--- src/rtl/axi_store_engine.sv ---
// axi_store_engine: turns one store command into per-chunk AXI INCR write bursts fed from SRAM lines,
// resending failed chunks for up to MAX_RETRY passes. Macro STORE_ENG_TAIL_STRB_EN adds tail-beat strobes.
module axi_store_engine #(
    parameter int ID_WIDTH        = 8,
    parameter int ADDR_WIDTH      = 10,
    parameter int AXI_DATA_WIDTH  = 64,
    parameter int SRAM_DATA_WIDTH = 128,
    parameter int SRAM_ADDR_WIDTH = 8,
    parameter int MAX_CHUNKS      = 16,
    parameter int MAX_RETRY       = 3
) (
    input  logic                            clk,
    input  logic                            rst_n,
    input  logic                            cmd_vld,
    output logic                            cmd_rdy,
    input  logic [ID_WIDTH-1:0]             cmd_awid,
    input  logic [ADDR_WIDTH-1:0]           cmd_awaddr,
    input  logic [7:0]                      cmd_awlen,
    input  logic [$clog2(MAX_CHUNKS)-1:0]   cmd_chunk_num,
    input  logic [SRAM_ADDR_WIDTH-1:0]      cmd_sram_addr,
`ifdef STORE_ENG_TAIL_STRB_EN
    input  logic [$clog2(AXI_DATA_WIDTH/8)-1:0] cmd_tail_bytes,
`endif
    output logic                            sram_ren,
    output logic [SRAM_ADDR_WIDTH-1:0]      sram_addr,
    input  logic [SRAM_DATA_WIDTH-1:0]      sram_rdata,
    output logic                            awvld,
    input  logic                            awrdy,
    output logic [ID_WIDTH-1:0]             awid,
    output logic [ADDR_WIDTH-1:0]           awaddr,
    output logic [7:0]                      awlen,
    output logic [2:0]                      awsize,
    output logic [1:0]                      awburst,
    output logic                            wvld,
    input  logic                            wrdy,
    output logic [AXI_DATA_WIDTH-1:0]       wdata,
    output logic [AXI_DATA_WIDTH/8-1:0]     wstrb,
    output logic                            wlast,
    input  logic                            bvld,
    input  logic [1:0]                      bresp,
    output logic                            brdy,
    output logic                            done,
    output logic                            done_err,
    output logic [MAX_CHUNKS-1:0]           done_fail_map
);
    localparam int RATIO  = SRAM_DATA_WIDTH / AXI_DATA_WIDTH;
    localparam int STRB_W = AXI_DATA_WIDTH / 8;
    localparam int CW     = $clog2(MAX_CHUNKS);
    localparam int SW     = (RATIO > 1) ? $clog2(RATIO) : 1;
    localparam int PW     = (MAX_RETRY > 0) ? $clog2(MAX_RETRY + 1) : 1;
    localparam int TW     = $clog2(STRB_W);
    localparam logic [2:0]    AWSIZE_C   = 3'($clog2(STRB_W));
    localparam logic [SW-1:0] SUB_LAST_C = SW'(RATIO - 1);
    localparam logic [PW-1:0] RETRY_C    = PW'(MAX_RETRY);

    typedef enum logic [2:0] {
        S_IDLE = 3'd0, S_AW = 3'd1, S_RD = 3'd2, S_RDW = 3'd3, S_W = 3'd4, S_B = 3'd5, S_DONE = 3'd6
    } state_t;

    state_t                       state_q, state_d;
    logic [ID_WIDTH-1:0]          awid_q, awid_d;
    logic [ADDR_WIDTH-1:0]        base_awaddr_q, base_awaddr_d, chunk_awaddr_q, chunk_awaddr_d;
    logic [7:0]                   awlen_q, awlen_d, beat_q, beat_d;
    logic [SRAM_ADDR_WIDTH-1:0]   base_sram_q, base_sram_d, line_addr_q, line_addr_d;
    logic [MAX_CHUNKS-1:0]        active_q, active_d, fail_q, fail_d, done_map_q, done_map_d;
    logic [PW-1:0]                pass_q, pass_d;
    logic [CW-1:0]                k_q, k_d;
    logic [SRAM_DATA_WIDTH-1:0]   line_q, line_d;
    logic [SW-1:0]                sub_q, sub_d;
    logic [TW-1:0]                tail_q, tail_d;
    logic [MAX_CHUNKS-1:0]        mask_s, fail_upd_s;
    logic [CW:0]                  nxt_s, restart_s;
    logic [CW-1:0]                ld_k_s;
    logic                         last_beat_s;
    logic [STRB_W-1:0]            strb_s;

    // Lowest set bit of map at or above start; MSB flags that one was found.
    function automatic logic [CW:0] first_set(input logic [MAX_CHUNKS-1:0] map, input logic [CW:0] start);
        logic [CW:0] res;
        res = '0;
        for (int i = MAX_CHUNKS - 1; i >= 0; i--) begin
            if (map[i] && (i >= int'(start))) begin
                res = {1'b1, CW'(i)};
            end else begin
                res = res;
            end
        end
        return res;
    endfunction

    function automatic logic [ADDR_WIDTH-1:0] chunk_awaddr(input logic [ADDR_WIDTH-1:0] base,
                                                           input logic [7:0] len, input logic [CW-1:0] k);
        return ADDR_WIDTH'(32'(base) + 32'(k) * (32'(len) + 32'd1) * 32'(STRB_W));
    endfunction

    // Each chunk begins on a fresh line, so it occupies ceil((len+1)/RATIO) lines.
    function automatic logic [SRAM_ADDR_WIDTH-1:0] chunk_line(input logic [SRAM_ADDR_WIDTH-1:0] base,
                                                             input logic [7:0] len, input logic [CW-1:0] k);
        return SRAM_ADDR_WIDTH'(32'(base) + 32'(k) * ((32'(len) + 32'(RATIO)) / 32'(RATIO)));
    endfunction

    // Active-chunk mask for a new command plus the pass-advance lookups.
    always_comb begin
        mask_s = '0;
        for (int i = 0; i < MAX_CHUNKS; i++) begin
            mask_s[i] = (i <= int'(cmd_chunk_num));
        end
        fail_upd_s        = fail_q;
        fail_upd_s[k_q]   = (bresp != 2'b00);
        nxt_s             = first_set(active_q, (CW+1)'(k_q) + (CW+1)'(1));
        restart_s         = first_set(fail_upd_s, (CW+1)'(0));
        ld_k_s            = nxt_s[CW] ? nxt_s[CW-1:0] : restart_s[CW-1:0];
        last_beat_s       = (beat_q == awlen_q);
    end

    // State register and datapath flops.
    always_ff @(posedge clk or negedge rst_n) begin
        if (!rst_n) begin
            state_q        <= S_IDLE;
            awid_q         <= '0;
            base_awaddr_q  <= '0;
            chunk_awaddr_q <= '0;
            awlen_q        <= '0;
            beat_q         <= '0;
            base_sram_q    <= '0;
            line_addr_q    <= '0;
            active_q       <= '0;
            fail_q         <= '0;
            done_map_q     <= '0;
            pass_q         <= '0;
            k_q            <= '0;
            line_q         <= '0;
            sub_q          <= '0;
            tail_q         <= '0;
        end else begin
            state_q        <= state_d;
            awid_q         <= awid_d;
            base_awaddr_q  <= base_awaddr_d;
            chunk_awaddr_q <= chunk_awaddr_d;
            awlen_q        <= awlen_d;
            beat_q         <= beat_d;
            base_sram_q    <= base_sram_d;
            line_addr_q    <= line_addr_d;
            active_q       <= active_d;
            fail_q         <= fail_d;
            done_map_q     <= done_map_d;
            pass_q         <= pass_d;
            k_q            <= k_d;
            line_q         <= line_d;
            sub_q          <= sub_d;
            tail_q         <= tail_d;
        end
    end

    // Next-state and datapath update logic.
    always_comb begin
        state_d        = state_q;
        awid_d         = awid_q;
        base_awaddr_d  = base_awaddr_q;
        chunk_awaddr_d = chunk_awaddr_q;
        awlen_d        = awlen_q;
        beat_d         = beat_q;
        base_sram_d    = base_sram_q;
        line_addr_d    = line_addr_q;
        active_d       = active_q;
        fail_d         = fail_q;
        done_map_d     = done_map_q;
        pass_d         = pass_q;
        k_d            = k_q;
        line_d         = line_q;
        sub_d          = sub_q;
        tail_d         = tail_q;
        case (state_q)
            S_IDLE: begin
                if (cmd_vld) begin
                    awid_d         = cmd_awid;
                    base_awaddr_d  = cmd_awaddr;
                    chunk_awaddr_d = cmd_awaddr;
                    awlen_d        = cmd_awlen;
                    base_sram_d    = cmd_sram_addr;
                    line_addr_d    = cmd_sram_addr;
                    active_d       = mask_s;
                    fail_d         = '0;
                    done_map_d     = '0;
                    pass_d         = '0;
                    k_d            = '0;
`ifdef STORE_ENG_TAIL_STRB_EN
                    tail_d         = cmd_tail_bytes;
`else
                    tail_d         = '0;
`endif
                    state_d        = S_AW;
                end else begin
                    state_d = S_IDLE;
                end
            end
            S_AW: begin
                beat_d  = 8'd0;
                state_d = awrdy ? S_RD : S_AW;
            end
            S_RD:  state_d = S_RDW;
            S_RDW: begin
                line_d  = sram_rdata;
                sub_d   = SW'(0);
                state_d = S_W;
            end
            S_W: begin
                if (!wrdy) begin
                    state_d = S_W;
                end else if (last_beat_s) begin
                    state_d = S_B;
                end else if (sub_q == SUB_LAST_C) begin
                    beat_d      = beat_q + 8'd1;
                    line_addr_d = line_addr_q + SRAM_ADDR_WIDTH'(1);
                    state_d     = S_RD;
                end else begin
                    beat_d  = beat_q + 8'd1;
                    sub_d   = sub_q + SW'(1);
                    state_d = S_W;
                end
            end
            S_B: begin
                if (!bvld) begin
                    state_d = S_B;
                end else if (nxt_s[CW] || ((|fail_upd_s) && (pass_q < RETRY_C))) begin
                    fail_d         = fail_upd_s;
                    k_d            = ld_k_s;
                    chunk_awaddr_d = chunk_awaddr(base_awaddr_q, awlen_q, ld_k_s);
                    line_addr_d    = chunk_line(base_sram_q, awlen_q, ld_k_s);
                    if (nxt_s[CW]) begin
                        active_d = active_q;
                    end else begin
                        active_d = fail_upd_s;
                        pass_d   = pass_q + PW'(1);
                    end
                    state_d = S_AW;
                end else begin
                    fail_d     = fail_upd_s;
                    done_map_d = fail_upd_s;
                    state_d    = S_DONE;
                end
            end
            S_DONE:  state_d = S_IDLE;
            default: state_d = S_IDLE;
        endcase
    end

    // Tail-beat strobe selection.
    always_comb begin
        strb_s = '1;
        if (last_beat_s && (tail_q != '0)) begin
            for (int i = 0; i < STRB_W; i++) begin
                strb_s[i] = (i < int'(tail_q));
            end
        end else begin
            strb_s = '1;
        end
    end

    // Outputs decoded from the registered state and datapath.
    always_comb begin
        cmd_rdy       = (state_q == S_IDLE);
        awvld         = (state_q == S_AW);
        awid          = awid_q;
        awaddr        = chunk_awaddr_q;
        awlen         = awlen_q;
        awsize        = AWSIZE_C;
        awburst       = 2'b01;
        sram_ren      = (state_q == S_RD);
        sram_addr     = (state_q == S_RD) ? line_addr_q : '0;
        wvld          = (state_q == S_W);
        wdata         = '0;
        wstrb         = '0;
        wlast         = 1'b0;
        brdy          = (state_q == S_B);
        done          = (state_q == S_DONE);
        done_err      = (state_q == S_DONE) && (|fail_q);
        done_fail_map = done_map_q;
        if (state_q == S_W) begin
            wdata = line_q[int'(sub_q) * AXI_DATA_WIDTH +: AXI_DATA_WIDTH];
            wstrb = strb_s;
            wlast = last_beat_s;
        end else begin
            wdata = '0;
        end
    end
endmodule

--- config.mk ---
export PLATFORM = sky130hd
export DESIGN_NAME = axi_store_engine
export DESIGN_NICKNAME = d
export VERILOG_FILES = /design/src/rtl/axi_store_engine.sv
export SDC_FILE = /design/constraint.sdc
export NUM_CORES = 1
export LEC_CHECK = 0
export BUFFER_PORTS_ARGS = -buffer_cell sky130_fd_sc_hd__clkbuf_2
export CAP_MARGIN = 20
export CORE_MARGIN = 1.5
export CORE_UTILIZATION = 40
export DETAILED_ROUTE_END_ITERATION = 7
export PLACE_DENSITY = 0.63
export SKIP_CTS_REPAIR_TIMING = 1
export SLEW_MARGIN = 20
export SYNTH_ARGS = -nofsm -noshare
export SYNTH_HDL_FRONTEND = slang
export SYNTH_SLANG_ARGS = --single-unit
--- constraint.sdc ---
create_clock -name clk -period 11.5 [get_ports clk]
set_input_delay 1.15 -clock clk [delete_from_list [all_inputs] [get_ports clk]]
set_output_delay 1.15 -clock clk [all_outputs]
set_load 0.03 [all_outputs]
==> results.json, run 1 <==
{
  "ys_warn_count": 0,
  "num_vias": 10930,
  "startpoint_type": "flop",
  "avgSynthCellArea_sq_um": 10.5,
  "clockRootBuffer": "clkbuf_16",
  "finalHoldViolCount": 0,
  "power_density_nw_per_um2": 320,
  "grt_pass1_vias": 11234,
  "routedWlPerCell_um": 18.4,
  "ys_seq_area_share_pct": 43.5,
  "path_clk_slew_ps": 60,
  "crit_start": "k_q[0]",
  "hold_start": "awaddr[8]",
  "synthArstFlopShare_pct": 100,
  "yosysTopAreaCell": "dfrtp_1",
  "hold_class": "reg -> reg",
  "cts_tree": "built",
  "drv_slew": 0,
  "portBuffers": 303,
  "ys_ff_latch": 246,
  "wirelength_um": 38300,
  "finalClockSkew_ps": 6.97,
  "io_pins": 309,
  "dieArea_sq_um": 36500,
  "wl_met2_um": 17900,
  "vias_per_cell": 5.26,
  "ys.flop_type": "dfrtp_1",
  "power.share.clock_pct": 17.1,
  "tightestPinTransition_ps": 1010,
  "synth_cells": 1345,
  "clk_latency_ps": 570,
  "p_sw_mw": 2.28,
  "netlist_area_sq_um": 14200,
  "max-vdd-ir-drop_v": 0.000196,
  "leakage_nw": 8.00,
  "setup_viol_count_final": 0,
  "cts_sinks": 246,
  "die_w_um": 191,
  "cts_buffer_depth": 3,
  "nNetsFinal": 1831,
  "combPwrFrac_pct": 54.8,
  "seq_power_share_pct": 28.2,
  "tns_ps": 0,
  "drive_gt1_share_pct": 34.3,
  "ys_top_cells_by_area": "dfrtp_1 (43%), mux2_2 (14%), mux2i_1 (6.2%)",
  "synthDistinctLibCells": 77,
  "reg2reg_from": "k_q[0]",
  "place_area_sq_um": 15900,
  "yosysTopAreaCellShare_pct": 43.5,
  "dp_slack_ps": 4270,
  "gr-usage-all-layers_pct": 21.0,
  "first_iter_violations": 478,
  "grt-ovfl-total": 0,
  "rows": 68,
  "finalCriticalPeriod_ps": 6770,
  "grt_pass1_wl_um": 60300,
  "max_freq_mhz": 148,
  "p_int_mw": 3.11,
  "required_ps": 11980,
  "end_kind": "flop",
  "drtAntennaViolNets": 0,
  "htree_num_levels": 1,
  "outcome": "complete, no violations",
  "rsz0062_at_grt": "false",
  "fin_crit_sh_pct": 58.9,
  "slew_headroom_pct": 32.6,
  "met3_wirelength_um": 2950,
  "wl_met1_um": 16000,
  "drv_cap": 0,
  "worstSetupPathType": "reg -> reg",
  "routed.top_layer": "met4",
  "grt_max_degree": 133,
  "cts_buffers": 29,
  "p_sw_share_pct": 42.3,
  "gp_congestion": 0.879,
  "die_h_um": 191,
  "area_growth_pct": 19.1,
  "layout_setup_ws_ps": 4730,
  "synth_edf_count": 0,
  "initial_core_util_pct": 40.8,
  "antenna_found_initial": 1,
  "crit_fanout": 16,
  "dp_hpwl_um": 28000,
  "drcViolationCount": 0,
  "design_area_sq_um": 16900,
  "coreArea_sq_um": 34700,
  "arrival_ps": 7250,
  "firstDrtPassIters": 5
}
cell families (layout without fill, tap and decap cells):
logic type,Yosys count,in the layout,share of synthesized area [%]
AO/OA/AOI/OAI,203,203,9.55
buffers and inverters,148,421,4.74
other,2,6,0.0531
multiplexers,264,264,20.3
XOR/XNOR,52,52,3.41
flip-flops,246,246,43.5
adder cells (fa/ha/maj),55,55,6.03
AND/OR/NAND/NOR,375,375,12.5
worst paths after layout:
path	endpoint	slack, ps	cells past startpoint
worst min register to register	awaddr[8]	490	2
worst max register to register	line_addr_q[7]	4730	22
worst max-delay path	line_addr_q[7]	4730	22
worst min-delay path	awaddr[8]	490	2
min in group asynchronous	active_q[14]	600	1
max in group asynchronous	sub_q	9620	2
placed cells by master (no fill, tap or decap), types with 5 or more instances in the layout:
| master | n |
|---|---|
| nor3b_1 | 5 |
| fa_1 | 22 |
| clkbuf_1 | 8 |
| nand2b_1 | 14 |
| nand3_1 | 25 |
| clkbuf_16 | 29 |
| nand3b_1 | 11 |
| a31oi_1 | 14 |
| nor2_1 | 148 |
| o21a_1 | 8 |
| nand4_1 | 9 |
| and2_1 | 11 |
| inv_1 | 56 |
| nand2_1 | 91 |
| nor4_1 | 8 |
| buf_4 | 11 |
| o21ai_0 | 57 |
| a21o_1 | 12 |
| dfrtp_1 | 245 |
| o211ai_1 | 10 |
| xnor2_1 | 21 |
| clkbuf_8 | 6 |
| o31ai_1 | 5 |
| mux2_2 | 175 |
| clkbuf_2 | 302 |
| nor2b_1 | 12 |
| xor2_1 | 29 |
| or2_2 | 7 |
| ha_1 | 33 |
| and3_1 | 18 |
| mux2i_1 | 87 |
| a21oi_1 | 42 |
| conb_1 | 5 |
| a211oi_1 | 5 |
sequential cells by signal (all words and copies together), names as in the netlist:
name and flops:
pass_q 2, base_sram_q 8, active_q 16, awaddr 10
state_q 3, base_awaddr_q 10, done_fail_map 16, fail_q 16
sub_q 1, k_q 4, line_q 128, beat_q 8
awid 8, line_addr_q 8, awlen 8
routing by layer:
| metal | GRT usage, % | vias to the layer above |
|---|---|---|
| li1 | - | 5187 |
| met1 | 25.7 | 5350 |
| met2 | 34.8 | 330 |
| met3 | 6.50 | 63 |
| met4 | 7.24 | 0 |
| met5 | 0 | - |
worst max-delay path, cell delays in order (launching register included):
cell and delay, ps:
dfrtp_1 550, ha_1 630, nand3_1 260, mux2_2 340, o211ai_1 100, a211o_1 350
a311oi_1 460, nor2_1 90, buf_4 190, or2_2 310, fa_1 480, fa_1 510
fa_1 510, inv_1 40, ha_1 330, a21o_1 170, a21oi_1 220, o21bai_1 90
a21oi_1 180, xnor2_1 160, xnor3_1 360, and3_1 160, o31ai_1 180
power groups by stage:
stage	combinational (mW)	sequential (mW)	clock, mW
2_1_floorplan	2.30	1.50	0
5_1_grt	3.28	1.57	0.980
3_5_place_dp	2.96	1.54	0
6_report	2.95	1.52	0.919
3_3_place_gp	2.90	1.52	0
4_1_cts	2.97	1.52	0.949
stage by stage:
step,util [%],total power [mW],hold slack [ps],instances
3_3_place_gp,45.8,4.42,469,2026
4_1_cts,48.5,5.45,494,2076
6_report,48.6,5.39,487,2077
2_1_floorplan,-,3.80,456,1348
5_1_grt,48.5,5.84,512,2076
3_5_place_dp,45.8,4.49,482,2026
cell usage after synthesis, types with 14 or more instances:
| library cell | count |
|---|---|
| mux2_2 | 175 |
| a21oi_1 | 42 |
| fa_1 | 22 |
| a31oi_1 | 14 |
| and3_1 | 18 |
| nand2b_1 | 14 |
| o21ai_0 | 57 |
| buf_4 | 15 |
| ha_1 | 33 |
| xnor2_1 | 21 |
| dfrtp_1 | 246 |
| clkbuf_1 | 53 |
| mux2i_1 | 87 |
| xor2_1 | 29 |
| inv_1 | 56 |
| nand3_1 | 25 |
| nand2_1 | 92 |
| nor2_1 | 148 |
area by class of cell:
cell class,instances,area [sq um]
clock buffer,43,838
antenna,1,2.50
sequential,246,6160
tap,455,569
multi-input combinational,954,7340
clock inverter,7,104
fill,3275,17900
timing repair buffer,315,1630
inverter,56,210
Note: power is estimated with default switching activity, not from simulation.
==> run 2, diff against run 1 <==
- ABC_AREA: not set -> 1
- PLACE_DENSITY: 0.63 -> 0.65
- clock period: 11.5 -> 6 ns (I/O delays scaled with it)
==> run 2 against run 1 <==
Compared with the run above: first-iteration DRC count grew 33%; fmax grew 21%; wire length grew 9.2%; die area shrank 1.3%; critical path type unchanged; sequential power grew 86%; count of clock-buffer cells in the layout shrank 2; non-clock buffer count grew 17; largest power group unchanged; global-route usage grew 2.2 points; largest cell class unchanged.
==> results.json, run 2 <==
{
  "gp_congestion": 0.919,
  "clockRootBuffer": "clkbuf_16",
  "yosys.cell_count.top_type": "nand2_1",
  "p_sw_mw": 4.80,
  "yosysTopAreaCellShare_pct": 44.1,
  "power_density_nw_per_um2": 609,
  "ys.flop_type": "dfrtp_1",
  "grt_pass1_wl_um": 67000,
  "design_area_sq_um": 17000,
  "required_ps": 6500,
  "num_vias": 13120,
  "first_iter_violations": 634,
  "combPwrFrac_pct": 54.2,
  "startpoint_type": "flop",
  "die_w_um": 190,
  "cts_buffer_depth": 3,
  "largest_reg_flops": 128,
  "reg2reg_slack_ps": 400,
  "final_cells": 2666,
  "final_cell_mix": "nand2_1 (887), clkbuf_2 (302), dfrtp_1 (241)",
  "antenna_cells": 0,
  "portBuffers": 303,
  "finalClockSkew_ps": 15.7,
  "synth_edf_count": 0,
  "slowest_stage": "fa_1",
  "wirelength_um": 41800,
  "rows": 68,
  "dieArea_sq_um": 36000,
  "largest-register": "line_q",
  "firstDrtPassIters": 7,
  "outcome": "complete, no violations",
  "io_pins": 309,
  "drtAntennaViolNets": 0,
  "synthDistinctLibCells": 55,
  "finalCriticalPeriod_ps": 5600,
  "max-vdd-ir-drop_v": 0.000402,
  "p_sw_share_pct": 46.4,
  "avgSynthCellArea_sq_um": 7.29,
  "dp_hpwl_um": 29900,
  "antenna_found_initial": 0,
  "crit_fanout": 8,
  "holdWs_ps": 37.8,
  "path_clk_slew_ps": 60,
  "p_int_mw": 5.54,
  "initial_core_util_pct": 40.5,
  "cts_tree": "built",
  "coreArea_sq_um": 34500,
  "yosysTopAreaCell": "dfrtp_1",
  "cts_sinks": 246,
  "die_h_um": 190,
  "end_kind": "flop",
  "arrival_ps": 6100,
  "cts_buffers": 29,
  "grt-ovfl-total": 0,
  "ys_ff_latch": 246,
  "synthTopCellsByCount": "nand2_1 (887), dfrtp_1 (246), inv_1 (152)",
  "vias_per_cell": 4.92,
  "power.share.clock_pct": 18.5,
  "drcViolationCount": 0,
  "setup_viol_count_final": 0,
  "nNetsFinal": 2418,
  "tns_ps": 0,
  "worstSetupPathType": "reg -> reg",
  "grt_max_degree": 138,
  "drv_slew": 0,
  "crit_path_max_incr_delay_ps": 550,
  "finalHoldViolCount": 0,
  "mostFrequentLayoutCell": "nand2_1",
  "drv_cap": 0,
  "fin_util_pct": 49.3,
  "seq_power_share_pct": 27.3,
  "synthArstFlopShare_pct": 100,
  "fin_crit_sh_pct": 93.4,
  "drive_gt1_share_pct": 20.6,
  "synth_cells": 1916,
  "hold_class": "in -> async",
  "ys_seq_area_share_pct": 44.1,
  "grt_pass1_vias": 13069,
  "tightestPinTransition_ps": 929,
  "routedWlPerCell_um": 15.7,
  "leakage_nw": 9.25,
  "slew_headroom_pct": 38.1,
  "gr-usage-all-layers_pct": 23.2,
  "max_freq_mhz": 179,
  "clk_latency_ps": 570,
  "dp_cells": 2598,
  "htree_num_levels": 1,
  "ys_warn_count": 0,
  "area_growth_pct": 21.7,
  "crit_path_frequent_cell": "inv_1",
  "ys_top_cells_by_area": "dfrtp_1 (44%), nand2_1 (24%), inv_1 (4.1%)",
  "netlist_area_sq_um": 14000,
  "place_area_sq_um": 15800
}
run 2: cell types whose count changed in the layout (fill, tap and decap cells not counted), sizes merged, moves of 16 or more:
| cell | change |
|---|---|
| a21oi | +50 |
| and3 | -17 |
| buf | +17 |
| inv | +105 |
| mux2 | -176 |
| mux2i | -88 |
| nand2 | +806 |
| nand3 | +21 |
| nor2 | -16 |
| o21ai | +31 |
| xor2 | -18 |
run 2: final timing paths:
check	from	endpoint	cells past startpoint
max in group asynchronous	rst_n	line_q[10]	2
min	rst_n	awid[1]	1
max	k_q[1]	line_addr_q[7]	35
min in group clk	sram_rdata[78]	line_q[78]	3
min reg2reg	done_fail_map[4]	done_fail_map[4]	2
max reg2reg	k_q[1]	line_addr_q[7]	35
run 2: power groups by stage:
stage          Combinational [mW]  Clock (mW)  Sequential (mW)
6_report                     5.61        1.91             2.82
3_5_place_dp                 5.36           0             2.84
3_3_place_gp                 5.25           0             2.83
5_1_grt                      6.40        2.02             2.90
4_1_cts                      5.39        1.96             2.82
2_1_floorplan                3.93           0             2.84
run 2: worst max-delay path, delay by kind of cell, from the launching register on:
kind	cells	cell delay [ps]
flops	1	440
compound gates	4	630
buf+inv	9	630
simple gates	17	1820
fa+ha+maj	5	1990
run 2: layer usage:
layer | GRT usage [%] | part of all wire (%)
met5 | 0 | 0
met4 | 7.66 | 3.2
met3 | 6.05 | 7.9
met2 | 38.5 | 46
met1 | 29.4 | 43
run 2: metrics by stage:
stage          total power, mW  setup slack, ps
5_1_grt                   11.3            -33.2
4_1_cts                   10.2              120
3_3_place_gp              8.07              187
3_5_place_dp              8.21             61.5
6_report                  10.3              398
2_1_floorplan             6.77              648
run 2: layout make-up:
cell class | instances | area, sq um
Fill cell | 3515 | 17500
Multi-Input combinational cell | 1414 | 6830
Sequential cell | 246 | 6160
Timing Repair Buffer | 332 | 1760
Clock buffer | 41 | 831
Inverter | 166 | 634
Tap cell | 455 | 569
Clock inverter | 12 | 200
run 2: cells by family (layout without fill, tap and decap cells):
family                   after synthesis  after routing  synth area share [%]
buffers and inverters                259            551                  7.57
flip-flops                           246            246                  44.1
adder cells (fa/ha/maj)               55             55                  6.11
AO/OA/AOI/OAI                        223            223                  8.89
XOR/XNOR                              19             19                  1.29
other                                  2              5                0.0538
AND/OR/NAND/NOR                     1112           1112                  32.0
==> run 3, diff against run 2 <==
- CORE_ASPECT_RATIO: not set -> 1.75
==> run 3 against run 2 <==
Compared with the run above: combinational power fell by 1%; setup slack improved by 14 ps; die area rose by 0.12%; sequential share of layout area rose by 0.42 points; clock power fell by 17%; critical endpoint is now awaddr[9]; largest power group unchanged; register-to-register slack barely moved; via count rose by 0.67%; count of clock-buffer cells in the layout fell by 8; sequential power barely moved; non-clock buffer count fell by 1.
==> results.json, run 3 (synthesis gave the netlist of run 2 again) <==
{
  "vias_per_cell": 4.96,
  "portBuffers": 303,
  "drcViolationCount": 0,
  "firstDrtPassIters": 7,
  "htree_num_levels": 1,
  "num_vias": 13208,
  "path_clk_slew_ps": 60,
  "slew_headroom_pct": 31.7,
  "register_area_sq_um": 6160,
  "drv_cap": 0,
  "end_kind": "flop",
  "cts_tree": "built",
  "routedWlPerCell_um": 16.0,
  "setup_viol_count_final": 0,
  "clk_latency_ps": 540,
  "crit_path_max_incr_delay_ps": 520,
  "die_h_um": 250,
  "gp_congestion": 0.906,
  "nNetsFinal": 2413,
  "max-vdd-ir-drop_v": 0.000317,
  "largest_reg_flops": 128,
  "crit_fanout": 8,
  "worstSetupPathType": "reg -> reg",
  "finalClockSkew_ps": 14.6,
  "dieArea_sq_um": 36100,
  "final_cell_mix": "nand2_1 (886), clkbuf_2 (302), dfrtp_1 (242)",
  "cts_buffers": 25,
  "power_density_nw_per_um2": 592,
  "coreArea_sq_um": 34500,
  "cts_sinks": 246,
  "gr-usage-all-layers_pct": 23.8,
  "arrival_ps": 6020,
  "io_pins": 309,
  "antenna_found_initial": 1,
  "required_ps": 6430,
  "wirelength_um": 42700,
  "clockRootBuffer": "clkbuf_16",
  "mostFrequentLayoutCell": "nand2_1",
  "place_area_sq_um": 15900,
  "dp_hpwl_um": 31200,
  "grt_max_degree": 152,
  "dp_cells": 2616,
  "drv_slew": 0,
  "outcome": "complete, no violations",
  "initial_core_util_pct": 40.5,
  "drtAntennaViolNets": 0,
  "largest-register": "line_q",
  "fin_crit_sh_pct": 93.1,
  "die_w_um": 144,
  "fillers": 3528,
  "max_freq_mhz": 179,
  "grt_pass1_vias": 13367,
  "crit_path_frequent_cell": "nand2_1",
  "startpoint_type": "flop",
  "area_growth_pct": 20.3,
  "layout_setup_ws_ps": 412,
  "final_cells": 2661,
  "grt-ovfl-total": 0,
  "rows": 90,
  "grt_pass1_wl_um": 67600,
  "dp_slack_ps": 210,
  "hold_class": "in -> async",
  "design_area_sq_um": 16800,
  "drive_gt1_share_pct": 20.3,
  "tightestPinTransition_ps": 1020,
  "cts_buffer_depth": 3,
  "power_mw": 9.93,
  "finalHoldViolCount": 0,
  "first_iter_violations": 688,
  "leakage_nw": 9.15,
  "slowest_stage": "fa_1",
  "multiInputGateArea_sq_um": 6850,
  "finalCriticalPeriod_ps": 5590,
  "holdWs_ps": 15.5
}
run 3: changes by cell type in the layout (fill, tap and decap cells not counted), sizes merged:
cell	change
clkbuf	-8
clkinv	+3
bufinv	-3
diode	+1
buf	-1
clkinvlp	-1
inv	-1
run 3: worst max-delay path, delay by kind of cell, from the launching register on:
kind	cells	cell delay [ps]
compound gates	3	490
xor+xnor	1	340
fa+ha+maj	5	2040
buf+inv	2	110
flops	1	470
simple gates	21	2030
run 3: worst paths after layout:
kind	start	endpoint	slack [ps]	cells past startpoint
worst min register to register	line_q[25]	line_q[25]	480	2
max in group asynchronous	rst_n	k_q[3]	4600	2
worst min-delay path	rst_n	line_q[124]	20	1
min in group clk	sram_rdata[59]	line_q[59]	250	3
worst max register to register	k_q[0]	awaddr[9]	410	32
worst max-delay path	k_q[0]	awaddr[9]	410	32
run 3: final cells by class:
class                      count  area share (%)
inverter                     166            3.73
multi-input combinational   1414            40.8
tap                          460            3.43
antenna                        1          0.0149
clock inverter                10           0.633
sequential                   246            36.7
timing repair buffer         331            10.4
clock buffer                  33            4.26
run 3: metrics by stage:
stage	TNS [ps]	utilization [%]
2_1_floorplan	0	-
3_3_place_gp	0	46.1
3_5_place_dp	0	46.1
4_1_cts	0	48.5
5_1_grt	-52.9	48.7
6_report	0	48.7
run 3: per-layer routing:
metal	GRT usage [%]	vias to the layer above	wire length [um]
met5	0	-	0
met3	4.26	127	2350
met4	11.5	0	2110
li1	-	6463	-
met2	43.6	413	22500
met1	25.8	6205	15700
run 3: power breakdown:
part | switching [mW] | leakage (nW) | internal [mW]
sequential | 0.471 | 3.08 | 2.34
clock | 0.671 | 0.410 | 0.920
combinational | 3.54 | 5.66 | 1.98
total | 4.69 | 9.15 | 5.25
